### src/rtl/sn76489_wr_queue.sv
// Write queue between a CPU sound port and an SN76489-style PSG.
// Buffers CPU bytes and replays them through a ready/strobe handshake.
module sn76489_wr_queue #(
    parameter int depth_g   = 4,
    parameter int timeout_g = 255
) (
    input  logic                       clock_i,
    input  logic                       res_n_i,
    input  logic                       cpu_wr_i,
    input  logic [0:7]                 cpu_d_i,
    input  logic                       err_clr_i,
    input  logic                       psg_ready_i,
    output logic                       psg_ce_n_o,
    output logic                       psg_we_n_o,
    output logic [0:7]                 psg_d_o,
    output logic                       empty_o,
    output logic                       full_o,
    output logic [$clog2(depth_g):0]   level_o,
    output logic                       overflow_o,
    output logic                       timeout_o
);

    localparam int AW = $clog2(depth_g);
    localparam int CW = AW + 1;
    localparam logic [CW-1:0] DEPTH    = CW'(depth_g);
    localparam logic [15:0]   TMO_LAST = 16'(timeout_g - 1);

    localparam logic [1:0] ST_IDLE    = 2'd0;
    localparam logic [1:0] ST_ISSUE   = 2'd1;
    localparam logic [1:0] ST_WAIT    = 2'd2;
    localparam logic [1:0] ST_RELEASE = 2'd3;

    logic [0:7]    r_mem [depth_g];
    logic [AW-1:0] r_wr_ptr;
    logic [AW-1:0] r_rd_ptr;
    logic [CW-1:0] r_count;
    logic [1:0]    r_state;
    logic [15:0]   r_tmo;
    logic          r_sel_n;
    logic [0:7]    r_psg_d;
    logic          r_empty;
    logic          r_full;
    logic          r_ovf;
    logic          r_tmo_err;

    logic          w_pop;
    logic          w_push;
    logic          w_drop;
    logic [CW-1:0] w_count_nxt;
    logic [1:0]    w_state_nxt;
    logic          w_tmo_hit;
    logic          w_start;
    logic          w_active;

    always_comb begin
        w_pop  = (r_state == ST_RELEASE);
        w_push = cpu_wr_i && ((r_count != DEPTH) || w_pop);
        w_drop = cpu_wr_i && !w_push;
        w_count_nxt = r_count;
        if (w_push && !w_pop) w_count_nxt = r_count + CW'(1);
        if (!w_push && w_pop) w_count_nxt = r_count - CW'(1);
    end

    // ISSUE gives the timeout priority; WAIT gives a late ack priority.
    always_comb begin
        w_state_nxt = r_state;
        w_tmo_hit   = 1'b0;
        unique case (r_state)
            ST_IDLE: begin
                if (r_count != '0) w_state_nxt = ST_ISSUE;
            end
            ST_ISSUE: begin
                if (r_tmo == TMO_LAST) begin
                    w_state_nxt = ST_RELEASE;
                    w_tmo_hit   = 1'b1;
                end else if (!psg_ready_i) begin
                    w_state_nxt = ST_WAIT;
                end
            end
            ST_WAIT: begin
                if (psg_ready_i) begin
                    w_state_nxt = ST_RELEASE;
                end else if (r_tmo == TMO_LAST) begin
                    w_state_nxt = ST_RELEASE;
                    w_tmo_hit   = 1'b1;
                end
            end
            default: w_state_nxt = ST_IDLE;
        endcase
        w_start  = (r_state == ST_IDLE) && (w_state_nxt == ST_ISSUE);
        w_active = (w_state_nxt == ST_ISSUE) || (w_state_nxt == ST_WAIT);
    end

    always_ff @(posedge clock_i) begin
        if (res_n_i && w_push) r_mem[r_wr_ptr] <= cpu_d_i;
    end

    always_ff @(posedge clock_i) begin
        if (!res_n_i) begin
            r_wr_ptr  <= '0;
            r_rd_ptr  <= '0;
            r_count   <= '0;
            r_state   <= ST_IDLE;
            r_tmo     <= '0;
            r_sel_n   <= 1'b1;
            r_psg_d   <= 8'h00;
            r_empty   <= 1'b1;
            r_full    <= 1'b0;
            r_ovf     <= 1'b0;
            r_tmo_err <= 1'b0;
        end else begin
            r_state <= w_state_nxt;
            r_sel_n <= !w_active;
            if (w_start) begin
                r_psg_d <= r_mem[r_rd_ptr];
                r_tmo   <= '0;
            end else if (r_state == ST_ISSUE || r_state == ST_WAIT) begin
                r_tmo <= r_tmo + 16'd1;
            end
            if (w_push) r_wr_ptr <= r_wr_ptr + AW'(1);
            if (w_pop)  r_rd_ptr <= r_rd_ptr + AW'(1);
            r_count <= w_count_nxt;
            r_empty <= (w_count_nxt == '0);
            r_full  <= (w_count_nxt == DEPTH);
            if (w_drop)         r_ovf <= 1'b1;
            else if (err_clr_i) r_ovf <= 1'b0;
            if (w_tmo_hit)      r_tmo_err <= 1'b1;
            else if (err_clr_i) r_tmo_err <= 1'b0;
        end
    end

    // One register feeds both strobes so they can never skew.
    assign psg_ce_n_o = r_sel_n;
    assign psg_we_n_o = r_sel_n;
    assign psg_d_o    = r_psg_d;
    assign empty_o    = r_empty;
    assign full_o     = r_full;
    assign level_o    = r_count;
    assign overflow_o = r_ovf;
    assign timeout_o  = r_tmo_err;

endmodule

### config.mk
export PLATFORM = sky130hd
export DESIGN_NAME = sn76489_wr_queue
export DESIGN_NICKNAME = d
export VERILOG_FILES = /design/src/rtl/sn76489_wr_queue.sv
export SDC_FILE = /design/constraint.sdc
export NUM_CORES = 1
export LEC_CHECK = 0
export CORE_AREA = 2 2 96 98
export CTS_BUF_LIST = sky130_fd_sc_hd__clkbuf_8
export DETAILED_ROUTE_END_ITERATION = 16
export DIE_AREA = 0 0 98 100
export PLACE_DENSITY = 0.55
export RECOVER_POWER = 50
export SLEW_MARGIN = 20
export SYNTH_ARGS = -nofsm -noshare
export SYNTH_HDL_FRONTEND = slang
export SYNTH_SLANG_ARGS = --single-unit
export TNS_END_PERCENT = 100
### constraint.sdc
create_clock -name clock_i -period 4 [get_ports clock_i]
set_input_delay 0.4 -clock clock_i [delete_from_list [all_inputs] [get_ports clock_i]]
set_output_delay 0.4 -clock clock_i [all_outputs]
set_load 0.02 [all_outputs]
==> results of run 1 <==
==> final cells by class <==
type / count / area share [%]
flip-flops and latches: 70 / 46.3
repair buffers: 30 / 8.01
well taps: 111 / 3.74
inverters: 13 / 1.31
multi-input cells: 171 / 35.5
clock inverters: 7 / 1.75
clock buffers: 9 / 3.33
==> power by group through the flow <==
stage	logic [uW]	clock network, uW	registers, uW
floorplan	387	0	949
global placement	634	0	909
detailed placement	636	0	910
CTS	641	561	894
global route	694	600	906
finish	609	542	889
==> flip-flops by register name, summed over array words and instances, names as in the netlist, 2 cells and up <==
register / flops
r_mem: 32
r_tmo: 16
psg_d_o: 8
level_o: 3
r_rd_ptr: 2
r_state: 2
r_wr_ptr: 2
==> synthesized netlist by cell type, drive strengths merged <==
cell type,instances,area share (%)
o21a,1,0.24
xor2,4,1.1
and2,6,1.2
o21ai,7,1.1
or2,1,0.20
nand4b,2,0.56
nor3,4,0.64
clkbuf,8,0.95
xnor2,10,2.8
o41ai,1,0.28
nand2,17,2.0
mux4,8,5.7
o32ai,2,0.56
nor2b,3,0.60
or4,4,1.2
or3,6,1.2
dfxtp,38,24
o211a,2,0.64
o22ai,1,0.20
nor2,13,1.6
a21oi,12,1.9
a221oi,1,0.28
a41o,1,0.32
ha,16,6.4
a2111oi,2,0.56
nand2b,4,0.80
or4b,1,0.44
a311oi,1,0.28
buf,4,0.68
o211ai,2,0.48
a21boi,9,2.1
nor4,1,0.68
inv,13,1.6
edfxtp,32,31
and3,4,0.80
a31o,1,0.28
nand3,14,2.6
nand3b,4,0.95
nand4,4,0.80
and4b,1,0.32
a211oi,1,0.24
==> worst min path at each step <==
stage	slack, ns	startpoint	endpoint
floorplan	0.46	r_tmo[15]$_SDFFE_PP0P_	r_tmo[15]$_SDFFE_PP0P_
CTS	0.48	psg_d_o[1]$_SDFFE_PN0P_	psg_d_o[1]$_SDFFE_PN0P_
global placement	0.47	psg_d_o[0]$_SDFFE_PN0P_	psg_d_o[0]$_SDFFE_PN0P_
global route	0.51	psg_d_o[1]$_SDFFE_PN0P_	psg_d_o[1]$_SDFFE_PN0P_
detailed placement	0.47	psg_d_o[1]$_SDFFE_PN0P_	psg_d_o[1]$_SDFFE_PN0P_
finish	0.48	psg_d_o[1]$_SDFFE_PN0P_	psg_d_o[1]$_SDFFE_PN0P_
==> critical path: cells and delay by family (launching register included) <==
kind                       cells  cell delay (ns)
and+or+nand+nor                4             1.40
AOI/OAI and AO/OA              3             0.93
adders and majority gates      2             0.42
DFF                            1             0.36
buffers and inverters          1             0.07
==> per-layer routing <==
layer	global-route usage (%)	routed length, um	up-vias
li1	-	-	1031
met1	16.1	2640	967
met2	20.2	2720	38
met3	4.39	236	2
met4	4.17	38	0
met5	0	0	-
==> kinds of logic after synthesis <==
kind of cell | Yosys count | synth area share, %
AND/OR/NAND/NOR | 89 | 16.6
XOR/XNOR | 14 | 3.90
multiplexers | 8 | 5.73
AO/OA/AOI/OAI | 44 | 9.51
adder cells (fa/ha/maj) | 16 | 6.36
flip-flops | 70 | 54.7
buffers and inverters | 25 | 3.18
==> metrics by stage <==
stage | util [%] | cells
after detailed placement | 39.7 | 395
after floorplan | - | 266
after global routing | 41.8 | 411
after CTS | 41.8 | 411
final | 41.8 | 411
after global placement | 39.7 | 395
==> flow_summary.json, run 1 <==
{
  "status": "finished clean",
  "fin_crit_sh_pct": 81.5,
  "final_hold_viol_count": 0,
  "grt_max_degree": 17,
  "area_growth_pct": 18.1,
  "layout_common_cells": "38 x dfxtp_1, 32 x edfxtp_1, 25 x dlygate4sd3_1, 17 x nand2_1, 16 x ha_1",
  "hold_class": "reg -> reg",
  "yosysWarnings": 0,
  "cts_setup_buffers": 0,
  "end_kind": "register",
  "ys_seq_area_share_pct": 54.7,
  "fin_hold_ws_ns": 0.477,
  "antenna_found_initial": 0,
  "rsz0062_at_grt": "no",
  "vias": 2038,
  "combPwrFrac_pct": 29.9,
  "syn_nets": 295,
  "die-area_sq_mm": 0.00980,
  "startpoint_type": "register",
  "placed_cell_area_sq_mm": 0.00353,
  "grt_pass1_vias": 1978,
  "grt_usage_pct": 12.6,
  "worstReg2RegEnd": "r_tmo[1]$_SDFFE_PP0P_",
  "seq_area_sq_mm": 0.00172,
  "syn_area_per_cell_sq_um": 11.8,
  "pin_count": 30,
  "slowest_delay_ns": 0.50,
  "dp.final_hpwl_mm": 3.90,
  "ys_types": 46,
  "viasPerCell": 4.96,
  "clock_path_buffers": 2,
  "pwr-share-clk_pct": 26.6,
  "wirelength_mm": 5.63,
  "firstDrtPassIters": 6,
  "gp_congestion": 0.739,
  "diodes": 0,
  "switchingPower_uw": 723,
  "max_freq_ghz": 0.307,
  "root_buffer": "clkbuf_8",
  "p_total_uw": 2040,
  "setup_slack_ns": 0.739,
  "syn-cell-area_sq_mm": 0.00315,
  "drive_gt1_share_pct": 10.3,
  "ant_nets": 0,
  "grt.overflow.total": 0,
  "ir_drop_mv": 0.191,
  "pre_cts_slack_ns": 0.772,
  "p_leak_uw": 0.00130,
  "fill_cells": 842,
  "crit_path_max_fanout": 16,
  "crit_path_cell_trace": "inv_1 -> ha_1 -> or4b_1 -> o41ai_1 -> a221oi_1 -> or2_1 -> ha_1 -> nand2_1 -> nand2_1 -> a211oi_1",
  "ys_ff_latch": 70,
  "final_area_sq_mm": 0.00372,
  "grt_pass1_wl_mm": 9.81,
  "setup_violations": 0,
  "cp_slowest_cell": "or4b_1",
  "clock_sink_count": 70,
  "multi_input_area_sq_mm": 0.00132,
  "reg2reg_from": "r_tmo[0]$_SDFFE_PP0P_",
  "pwr_density_cell_mw_per_mm2": 549,
  "wl_per_cell_um": 13.7,
  "cts_hold_buf": 0,
  "r2r_slack_ns": 0.74,
  "start_util_pct": 35.4,
  "required_ns": 4.26,
  "final_common_cell": "dfxtp_1",
  "fin_nets": 324,
  "finalMaxSlewViolations": 0,
  "maxCapViolations": 0,
  "coreArea_sq_mm": 0.00889,
  "sw_frac_of_total_pct": 35.4,
  "fin_crit_ns": 3.26,
  "tightest_slew_ns": 0.634,
  "drt-initial-drc-count": 57,
  "drc_errors": 0,
  "tritoncts": "yes",
  "hold_depth": 2,
  "htreeDepth": 3,
  "skew_ns": 0.0160,
  "die_w_um": 98,
  "synthCells": 266,
  "seq_power_share_pct": 43.6,
  "setup.worst_path.class": "reg -> reg",
  "worstSetupStartpoint": "r_tmo[0]$_SDFFE_PP0P_",
  "clkSlewWorstSetupHoldPaths_ns": 0.08,
  "reg2reg_depth": 10,
  "slew_headroom_pct": 57.6,
  "std_cell_rows": 35,
  "cts_resized": 0,
  "cts_buffers": 9,
  "p_int_uw": 1320,
  "fp.dieH_um": 100,
  "arrival_ns": 3.52,
  "setup_tns_ns": 0,
  "portBuffers": 29,
  "clk-insertion-delay-late_ns": 0.35,
  "crit_path_end": "r_tmo[1]$_SDFFE_PP0P_"
}
No activity file was read; power rests on OpenSTA's default activity.
==> run 2: changes to the inputs <==
clock period = 3.4 ns   (was 4 ns; I/O delays follow)
==> run 2 against run 1 <==
Compared with the run above: cell area grew 0.37%; sequential power grew 17%; clock skew down 0.0077 ns; combinational power up 25%; die area unchanged; critical path depth up 1; sequential share of layout area shrank 0.17 points; sequential cell count unchanged; via count increased by 0.54%; critical path type unchanged.
==> flow_summary.json, run 2 (synthesized netlist as in run 1, its figures left out) <==
{
  "finalMaxSlewViolations": 0,
  "cts_resized": 0,
  "final_hold_viol_count": 0,
  "root_buffer": "clkbuf_8",
  "p_leak_uw": 0.00131,
  "rsz0062_at_grt": "no",
  "portBuffers": 29,
  "setup_slack_ns": 0.446,
  "slew_headroom_pct": 56.6,
  "vias": 2049,
  "drive_gt1_share_pct": 11.2,
  "grt_usage_pct": 12.5,
  "skew_ns": 0.00834,
  "end_kind": "register",
  "grt_max_degree": 18,
  "area_growth_pct": 18.6,
  "firstDrtPassIters": 4,
  "startpoint_type": "register",
  "drc_errors": 0,
  "sw_frac_of_total_pct": 34.8,
  "reg2reg_from": "r_tmo[0]$_SDFFE_PP0P_",
  "clkSlewWorstSetupHoldPaths_ns": 0.08,
  "slowest_delay_ns": 0.50,
  "pwr_density_cell_mw_per_mm2": 647,
  "dp.final_hpwl_mm": 4.11,
  "cts_hold_buf": 0,
  "diodes": 0,
  "drt-initial-drc-count": 58,
  "arrival_ns": 3.22,
  "cp_slowest_cell": "or4b_1",
  "crit_path_max_fanout": 9,
  "start_util_pct": 35.4,
  "crit_path_end": "r_tmo[13]$_SDFFE_PP0P_",
  "wirelength_mm": 5.79,
  "antenna_found_initial": 0,
  "clock_sink_count": 70,
  "regMostFlops": "r_mem",
  "fp.dieH_um": 100,
  "crit_path_cell_trace": "inv_1 -> ha_1 -> or4b_1 -> o41ai_1 -> a221oi_1 -> or2_1 -> ha_1 -> nand2_1 -> nand2_1 -> buf_4 -> a21oi_1",
  "fin_nets": 327,
  "final_common_cell": "dfxtp_1",
  "ant_nets": 0,
  "r2r_slack_ns": 0.45,
  "ir_drop_mv": 0.211,
  "cts_setup_buffers": 0,
  "wl_per_cell_um": 14.0,
  "fin_crit_ns": 2.95,
  "std_cell_rows": 35,
  "placedCellCount": 398,
  "tightest_slew_ns": 0.650,
  "grt.overflow.total": 0,
  "grt_pass1_wl_mm": 9.52,
  "setup_violations": 0,
  "worstSetupStartpoint": "r_tmo[0]$_SDFFE_PP0P_",
  "setup.worst_path.class": "reg -> reg",
  "pwr-share-clk_pct": 25.2,
  "fin_crit_sh_pct": 86.9,
  "htreeDepth": 3,
  "cts_buffers": 9,
  "gp_congestion": 0.732,
  "grt_pass1_vias": 1970,
  "required_ns": 3.67,
  "tritoncts": "yes",
  "viasPerCell": 4.95,
  "pre_cts_slack_ns": 0.459,
  "pin_count": 30,
  "clock_path_buffers": 2,
  "fill_cells": 859,
  "largest_reg_flops": 32,
  "switchingPower_uw": 840,
  "die-area_sq_mm": 0.00980,
  "p_int_uw": 1570,
  "max_freq_ghz": 0.338,
  "worstReg2RegEnd": "r_tmo[13]$_SDFFE_PP0P_",
  "clk-insertion-delay-late_ns": 0.34,
  "final_util_pct": 42.0,
  "hold_class": "reg -> reg",
  "layout_common_cells": "38 x dfxtp_1, 32 x edfxtp_1, 25 x dlygate4sd3_1, 17 x nand2_1, 16 x ha_1",
  "seq_power_share_pct": 43.3,
  "layout.cells.non_filler": 414,
  "coreArea_sq_mm": 0.00889,
  "fin_hold_ws_ns": 0.472,
  "setup_tns_ns": 0,
  "combPwrFrac_pct": 31.5,
  "maxCapViolations": 0,
  "status": "finished clean",
  "reg2reg_depth": 11,
  "die_w_um": 98
}
==> run 2: power by group through the flow <==
stage | combinational (uW) | clock (uW) | sequential, uW
detailed placement | 794 | 0 | 1070
global placement | 792 | 0 | 1070
finish | 759 | 609 | 1040
floorplan | 455 | 0 | 1120
global route | 862 | 665 | 1060
CTS | 795 | 638 | 1050
==> run 2: worst min path at each step <==
stage	cells past startpoint	start	endpoint	slack, ns
floorplan	1	res_n_i	psg_ce_n_o$_SDFF_PN1_	0.41
global placement	2	psg_d_o[5]$_SDFFE_PN0P_	psg_d_o[5]$_SDFFE_PN0P_	0.47
detailed placement	2	psg_d_o[0]$_SDFFE_PN0P_	psg_d_o[0]$_SDFFE_PN0P_	0.47
CTS	2	psg_d_o[0]$_SDFFE_PN0P_	psg_d_o[0]$_SDFFE_PN0P_	0.48
global route	2	psg_d_o[5]$_SDFFE_PN0P_	psg_d_o[5]$_SDFFE_PN0P_	0.49
finish	2	psg_d_o[1]$_SDFFE_PN0P_	psg_d_o[1]$_SDFFE_PN0P_	0.47
==> run 2: worst max-delay path, delay by kind of cell, from the launching register on <==
| family | cells | cell delay (ns) |
|---|---|---|
| DFF | 1 | 0.35 |
| buffers and inverters | 2 | 0.33 |
| AOI/OAI and AO/OA | 3 | 0.74 |
| adders and majority gates | 2 | 0.41 |
| and+or+nand+nor | 4 | 1.05 |
==> run 2: routing by layer <==
layer / GRT usage [%] / routed length (um) / up-vias
li1: - / - / 1037
met1: 15.0 / 2690 / 982
met2: 21.0 / 2830 / 21
met3: 3.97 / 169 / 9
met4: 5.45 / 100 / 0
met5: 0 / 0 / -
==> run 2: cell type report <==
class | count | area [sq um] | area share (%)
clock buffers | 9 | 124 | 3.32
clock inverters | 7 | 56.3 | 1.51
multi-input cells | 171 | 1320 | 35.4
well taps | 111 | 139 | 3.72
flip-flops and latches | 70 | 1720 | 46.2
inverters | 13 | 48.8 | 1.31
repair buffers | 33 | 320 | 8.59
==> run 2: per-stage QoR <==
stage               area, sq um  total power (uW)
global placement           3550              1860
floorplan                  3150              1570
detailed placement         3550              1870
finish                     3730              2410
global route               3730              2590
CTS                        3730              2490
